**src/rtl/pipe_hold_arbiter.sv**
```systemverilog
// pipe_hold_arbiter: merges per-source hold requests with the EX jump into the
// pipeline hold level and drives the pc_reg jump. It also provides a post-jump
// flush window, a debug-halt handshake and a stall watchdog.
// Optional feature macro: HOLD_STATS_EN builds the per-source stall counters;
// without it stat_cnt_o is tied to zero.
// Hold encodings: 0 = None, 1 = Pc, 2 = If, 3 = Id.
module pipe_hold_arbiter #(
  parameter int unsigned NUM_SRC      = 4,
  parameter int unsigned HOLD_W       = 3,
  parameter int unsigned ADDR_W       = 32,
  parameter int unsigned FLUSH_CYCLES = 1,
  parameter int unsigned TIMEOUT_CYC  = 255,
  parameter int unsigned CNT_W        = 16
) (
  input  logic                        clk,
  input  logic                        rst,
  input  logic [NUM_SRC*HOLD_W-1:0]   hold_lvl_i,
  input  logic                        jump_flag_i,
  input  logic [ADDR_W-1:0]           jump_addr_i,
  input  logic                        halt_req_i,
  input  logic                        timeout_clr_i,
  input  logic                        stat_clr_i,
  output logic [HOLD_W-1:0]           hold_flag_o,
  output logic                        jump_flag_o,
  output logic [ADDR_W-1:0]           jump_addr_o,
  output logic                        halt_ack_o,
  output logic                        hold_timeout_o,
  output logic [NUM_SRC*CNT_W-1:0]    stat_cnt_o
);

  localparam int unsigned FC_W = (FLUSH_CYCLES > 1) ? $clog2(FLUSH_CYCLES) : 1;
  localparam int unsigned HC_W = (TIMEOUT_CYC > 1) ? $clog2(TIMEOUT_CYC + 1) : 1;

  localparam logic [HOLD_W-1:0] LVL_NONE    = '0;
  localparam logic [HOLD_W-1:0] LVL_ID      = HOLD_W'(3);
  localparam logic [FC_W-1:0]   FLUSH_LOAD  = FC_W'(FLUSH_CYCLES - 1);
  localparam logic [HC_W-1:0]   HOLD_LIMIT  = HC_W'(TIMEOUT_CYC);
  localparam bit                MULTI_FLUSH = (FLUSH_CYCLES > 1);

  typedef enum logic [1:0] {
    ST_RUN    = 2'd0,
    ST_FLUSH  = 2'd1,
    ST_HALTED = 2'd2
  } state_t;

  state_t            state_q, state_d;
  logic [FC_W-1:0]   flush_cnt_q, flush_cnt_d;
  logic [HC_W-1:0]   hold_cnt_q, hold_cnt_d;
  logic              timeout_q, timeout_d;
  logic              halt_ack_q;
  logic [HOLD_W-1:0] src_max;
  logic [HOLD_W-1:0] fld;
  logic [HOLD_W-1:0] hold_flag_c;
  logic              enter_halt_c;
  logic              wd_set_c;

  // Deepest requested hold across all sources, out-of-range levels clamp to Id
  always_comb begin
    src_max = LVL_NONE;
    fld     = LVL_NONE;
    for (int k = 0; k < int'(NUM_SRC); k++) begin
      fld = hold_lvl_i[k*HOLD_W +: HOLD_W];
      if (fld > LVL_ID) fld = LVL_ID;
      if (fld > src_max) src_max = fld;
    end
  end

  // FSM next state, flush counter and hold level
  always_comb begin
    state_d     = state_q;
    flush_cnt_d = flush_cnt_q;
    hold_flag_c = src_max;
    case (state_q)
      ST_RUN: begin
        if (jump_flag_i) hold_flag_c = LVL_ID;
        if (jump_flag_i && MULTI_FLUSH) begin
          state_d     = ST_FLUSH;
          flush_cnt_d = FLUSH_LOAD;
        end else if (halt_req_i && !jump_flag_i) begin
          state_d = ST_HALTED;
        end
      end
      ST_FLUSH: begin
        hold_flag_c = LVL_ID;
        if (jump_flag_i) begin
          flush_cnt_d = FLUSH_LOAD;
        end else if (flush_cnt_q == FC_W'(1)) begin
          state_d     = ST_RUN;
          flush_cnt_d = '0;
        end else begin
          flush_cnt_d = flush_cnt_q - FC_W'(1);
        end
      end
      ST_HALTED: begin
        hold_flag_c = LVL_ID;
        if (!halt_req_i) state_d = ST_RUN;
      end
      default: begin
        state_d     = ST_RUN;
        flush_cnt_d = '0;
      end
    endcase
    if (rst) hold_flag_c = LVL_NONE;
  end

  // Watchdog: count consecutive non-halted hold cycles, sticky flag with clear priority
  always_comb begin
    enter_halt_c = (state_d == ST_HALTED) && (state_q != ST_HALTED);
    hold_cnt_d   = hold_cnt_q;
    if ((hold_flag_c == LVL_NONE) || enter_halt_c) begin
      hold_cnt_d = '0;
    end else if ((state_q != ST_HALTED) && (hold_cnt_q != HOLD_LIMIT)) begin
      hold_cnt_d = hold_cnt_q + HC_W'(1);
    end
    wd_set_c  = (hold_cnt_d == HOLD_LIMIT);
    timeout_d = timeout_q;
    if (timeout_clr_i)  timeout_d = 1'b0;
    else if (wd_set_c)  timeout_d = 1'b1;
  end

  // State, counters and registered status flags
  always_ff @(posedge clk) begin
    if (rst) begin
      state_q     <= ST_RUN;
      flush_cnt_q <= '0;
      hold_cnt_q  <= '0;
      timeout_q   <= 1'b0;
      halt_ack_q  <= 1'b0;
    end else begin
      state_q     <= state_d;
      flush_cnt_q <= flush_cnt_d;
      hold_cnt_q  <= hold_cnt_d;
      timeout_q   <= timeout_d;
      halt_ack_q  <= (state_d == ST_HALTED);
    end
  end

  assign hold_flag_o    = hold_flag_c;
  assign jump_flag_o    = rst ? 1'b0 : jump_flag_i;
  assign jump_addr_o    = rst ? '0 : jump_addr_i;
  assign halt_ack_o     = halt_ack_q;
  assign hold_timeout_o = timeout_q;

`ifdef HOLD_STATS_EN
  logic [CNT_W-1:0] stat_q [NUM_SRC];

  // Per-source stall counters, saturating; clear beats increment
  always_ff @(posedge clk) begin
    for (int k = 0; k < int'(NUM_SRC); k++) begin
      if (rst || stat_clr_i) begin
        stat_q[k] <= '0;
      end else if ((hold_lvl_i[k*HOLD_W +: HOLD_W] != LVL_NONE) &&
                   (stat_q[k] != {CNT_W{1'b1}})) begin
        stat_q[k] <= stat_q[k] + CNT_W'(1);
      end
    end
  end

  // Pack counters onto the flat output bus
  always_comb begin
    stat_cnt_o = '0;
    for (int k = 0; k < int'(NUM_SRC); k++) begin
      stat_cnt_o[k*CNT_W +: CNT_W] = stat_q[k];
    end
  end
`else
  logic stat_unused;

  assign stat_cnt_o  = '0;
  assign stat_unused = stat_clr_i;
`endif

endmodule

```
**config.mk**
```make
export PLATFORM = sky130hd
export DESIGN_NAME = pipe_hold_arbiter
export DESIGN_NICKNAME = d
export VERILOG_FILES = /design/src/rtl/pipe_hold_arbiter.sv
export SDC_FILE = /design/constraint.sdc
export NUM_CORES = 1
export LEC_CHECK = 0
export CAP_MARGIN = 20
export CORE_UTILIZATION = 29
export DETAILED_ROUTE_END_ITERATION = 7
export PLACE_DENSITY = 0.87
export SLEW_MARGIN = 20
export SYNTH_ARGS = -nofsm -noshare
export SYNTH_HDL_FRONTEND = slang
export SYNTH_SLANG_ARGS = --single-unit
```
**constraint.sdc**
```tcl
create_clock -name clk -period 5.1 [get_ports clk]
set_input_delay 1.02 -clock clk [delete_from_list [all_inputs] [get_ports clk]]
set_output_delay 1.02 -clock clk [all_outputs]
set_load 0.05 [all_outputs]
```
==> results.md <==
* Period utilization at 1.11
* DRC at 0
* Nets at 425
* Clock tree buffer depth at 2
* Core footprint at 0.00592 mm2
* Post-synthesis cell area at 0.00178 mm2
* Fmax at 0.176 GHz
* Diode count at 0
* Hold slack final at 0.473 ns
* Cts bufs inserted at 3
* Pre-CTS setup slack at -0.983 ns
* Worst R2R End: hold_timeout_o$_SDFFE_PP0N_
* Cell variety after synth at 36
* Die width at 80.3 um
* Die Area at 0.00645 mm2
* Yosys reg bits at 13
* Total gr overflow at 0
* DR pass1 iterations at 4
* Routed Antenna Nets at 0
* H-tree levels at 1
* Hold depth at 2
* CTS tree: built
* Status: complete, but fails checks
* Post-layout util at 0.483
* Via/cell ratio at 4.06
* Largest net degree at the start of global routing at 24
* Tot Pwr at 0.598 mW
* Clock Latency Late Sink at 0.25 ns
* Clk sinks at 13
* Initial antenna violation count at 0
* # IOs at 152
* Final wirelength at 4240 um
* CP endpoint kind: output port
* Hpwl dp at 3440 um
* DR WL/cell at 9.76 um
* Clock slew seen by the registers of the worst setup and hold paths at 0.05 ns
* Slew @ Worst Pin at 0.745 ns
* LEAKAGE at 1.24 nW
* Final Setup Violations at 2
* Worst setup path startpoint: hold_lvl_i[3]
* Commonest non-fill, non-tap cell in the layout: clkdlybuf4s50_1
* Pwr/cell area at 209 mW/mm2
* Port Buffers at 85
* Asr flop ratio synth at 0
* Hold crit path type: reg -> reg
* Vias in the first global route at 1595
* Rel. slew slack at 0.502
* 1st-iter DRT viols at 32
* Max-cap viol count at 0
* Crit path capture: hold_flag_o[0]
* Area grow syn2layout at 60.9%
* Routed vias at 1766
* Synth Flop Type: dfxtp_1
* Peak supply drop at 124 uV
* Proportion of layout cells with a drive suffix above 1 at 0.172
* GPL Wtd Cong at 0.889
* Most frequent cells in the layout: clkdlybuf4s50_1, conb_1, nor2b_1, buf_4, nor2_1
* Arr. time, crit path at 4.66 ns
* Worst Skew at 0.00155 ns
* Post-layout worst setup margin at -0.579 ns
* Register area share after synthesis at 0.146
* Synth Instances at 242
* RSZ-0062 raised after global routing: true
* Worst reg2reg setup slack at 2.87 ns
* Tmin final at 5.68 ns
* Die height at 80.3 um
* Initial Util at 0.300
* Final Max Tran Viols at 0
* Worst EP required at 4.08 ns
* Post-synth EDFFs at 0
* Root Buffer: clkbuf_8
* Avg Cell Area, Syn at 7.35 um2
* FF-to-FF Start: state_q[0]$_SDFF_PP0_
* Cells after DPL at 418
* Ys Warns at 0
* Gr usage total at 0.124
* Max Fanout on Critical Path at 5
* Failing checks: setup timing
* First-pass GRT wire length at 6380 um
* Worst reg-to-reg path cell count at 9
* Critical path type: in -> out
* Crit start category: primary input
* Hold Fails Final Rpt at 0
* Cell Rows at 28
* Post-Layout Cell Count at 435
-- cells in the mapped netlist, types with 3 or more instances --
cell | instances | area (um2)
a21oi_1 | 6 | 30.0
o21ai_1 | 3 | 15.0
buf_4 | 65 | 488
nor2b_1 | 38 | 238
xnor2_1 | 3 | 26.3
or2_2 | 3 | 18.8
inv_1 | 11 | 41.3
dfxtp_1 | 13 | 260
nor3_1 | 7 | 35.0
nand2_1 | 8 | 30.0
nor2_1 | 23 | 86.3
nand3_1 | 6 | 30.0
o21ai_0 | 8 | 40.0
ha_1 | 14 | 175
clkbuf_1 | 5 | 18.8
mux2i_1 | 5 | 50.1
-- worst min-delay path by stage --
stage                             endpoint                         from
2_1_floorplan     flush_cnt_q$_SDFFE_PP0N_     flush_cnt_q$_SDFFE_PP0N_
3_3_place_gp   hold_timeout_o$_SDFFE_PP0N_  hold_timeout_o$_SDFFE_PP0N_
3_5_place_dp   hold_timeout_o$_SDFFE_PP0N_  hold_timeout_o$_SDFFE_PP0N_
4_1_cts        hold_timeout_o$_SDFFE_PP0N_  hold_timeout_o$_SDFFE_PP0N_
5_1_grt        hold_timeout_o$_SDFFE_PP0N_  hold_timeout_o$_SDFFE_PP0N_
6_report       hold_timeout_o$_SDFFE_PP0N_  hold_timeout_o$_SDFFE_PP0N_
-- sequential cells by signal (all words and copies together) (netlist names) --
signal and flops:
flush_cnt_q 1, hold_timeout_o 1, hold_cnt_q 8, state_q 2
halt_ack_o 1
-- routing by layer --
| layer | up-vias | GRT usage | share of wire |
|---|---|---|---|
| li1 | 890 | - | - |
| met1 | 799 | 0.136 | 0.39 |
| met2 | 71 | 0.235 | 0.55 |
| met3 | 6 | 0.0205 | 0.043 |
| met4 | 0 | 0.0464 | 0.014 |
| met5 | - | 0 | 0 |
-- stage by stage --
step                setup TNS (ns)  instance area [um2]
floorplan                   -0.853                 2080
global placement             -3.61                 2670
detailed placement           -5.10                 2670
CTS                          -1.17                 2840
global route                 -1.52                 2860
finish                       -1.13                 2860
-- critical path, stage by stage --
cell and delay (ns):
dlygate4sd2_1 0.25, nor2_2 0.15, ha_2 0.29, a32oi_2 0.23, mux2i_1 0.26, inv_1 0.11
ha_4 0.27, nor2b_1 0.12, o21ai_1 0.08, a32oi_2 0.23, mux2i_1 0.23, ha_1 0.26
nor2b_1 0.13, o21a_1 0.17, o21ai_2 0.19, nor2b_4 0.19, and2_4 0.16, nor2_4 0.04
a21oi_4 0.14, buf_12 0.15
-- power breakdown --
group / total (mW) / internal (mW) / switching, mW / leakage, nW
sequential: 0.110 / 0.106 / 0.00473 / 0.105
clock: 0.0923 / 0.0553 / 0.0371 / 0.0228
combinational: 0.395 / 0.146 / 0.249 / 1.11
-- cell families (layout without fill, tap and decap cells) --
| family | Yosys count | after routing | synth area share |
|---|---|---|---|
| fa+ha+maj | 14 | 14 | 0.0985 |
| compound gates | 29 | 29 | 0.113 |
| mux | 5 | 5 | 0.0282 |
| flops | 13 | 13 | 0.146 |
| simple gates | 93 | 93 | 0.277 |
| xor+xnor | 5 | 5 | 0.0246 |
| buf+inv | 81 | 130 | 0.308 |
| other cells | 2 | 71 | 0.00422 |
-- what timing repair did --
item / in CTS / in global routing
gates resized for setup: 35 / 2
hold buffers: 0 / 0
pin swaps: 15 / 13
hold endpoints to repair: 0 / 0
buffers inserted: 10 / 3
setup endpoints to repair: 11 / 11
-- cell type report --
cell class | count | area (um2)
Multi-Input combinational cell | 217 | 1330
Timing Repair Buffer | 115 | 1090
Fill cell | 573 | 3060
Sequential cell | 13 | 260
Clock buffer | 4 | 45.0
Tap cell | 75 | 93.8
Inverter | 11 | 41.3
(Power assumes the default switching activity.)
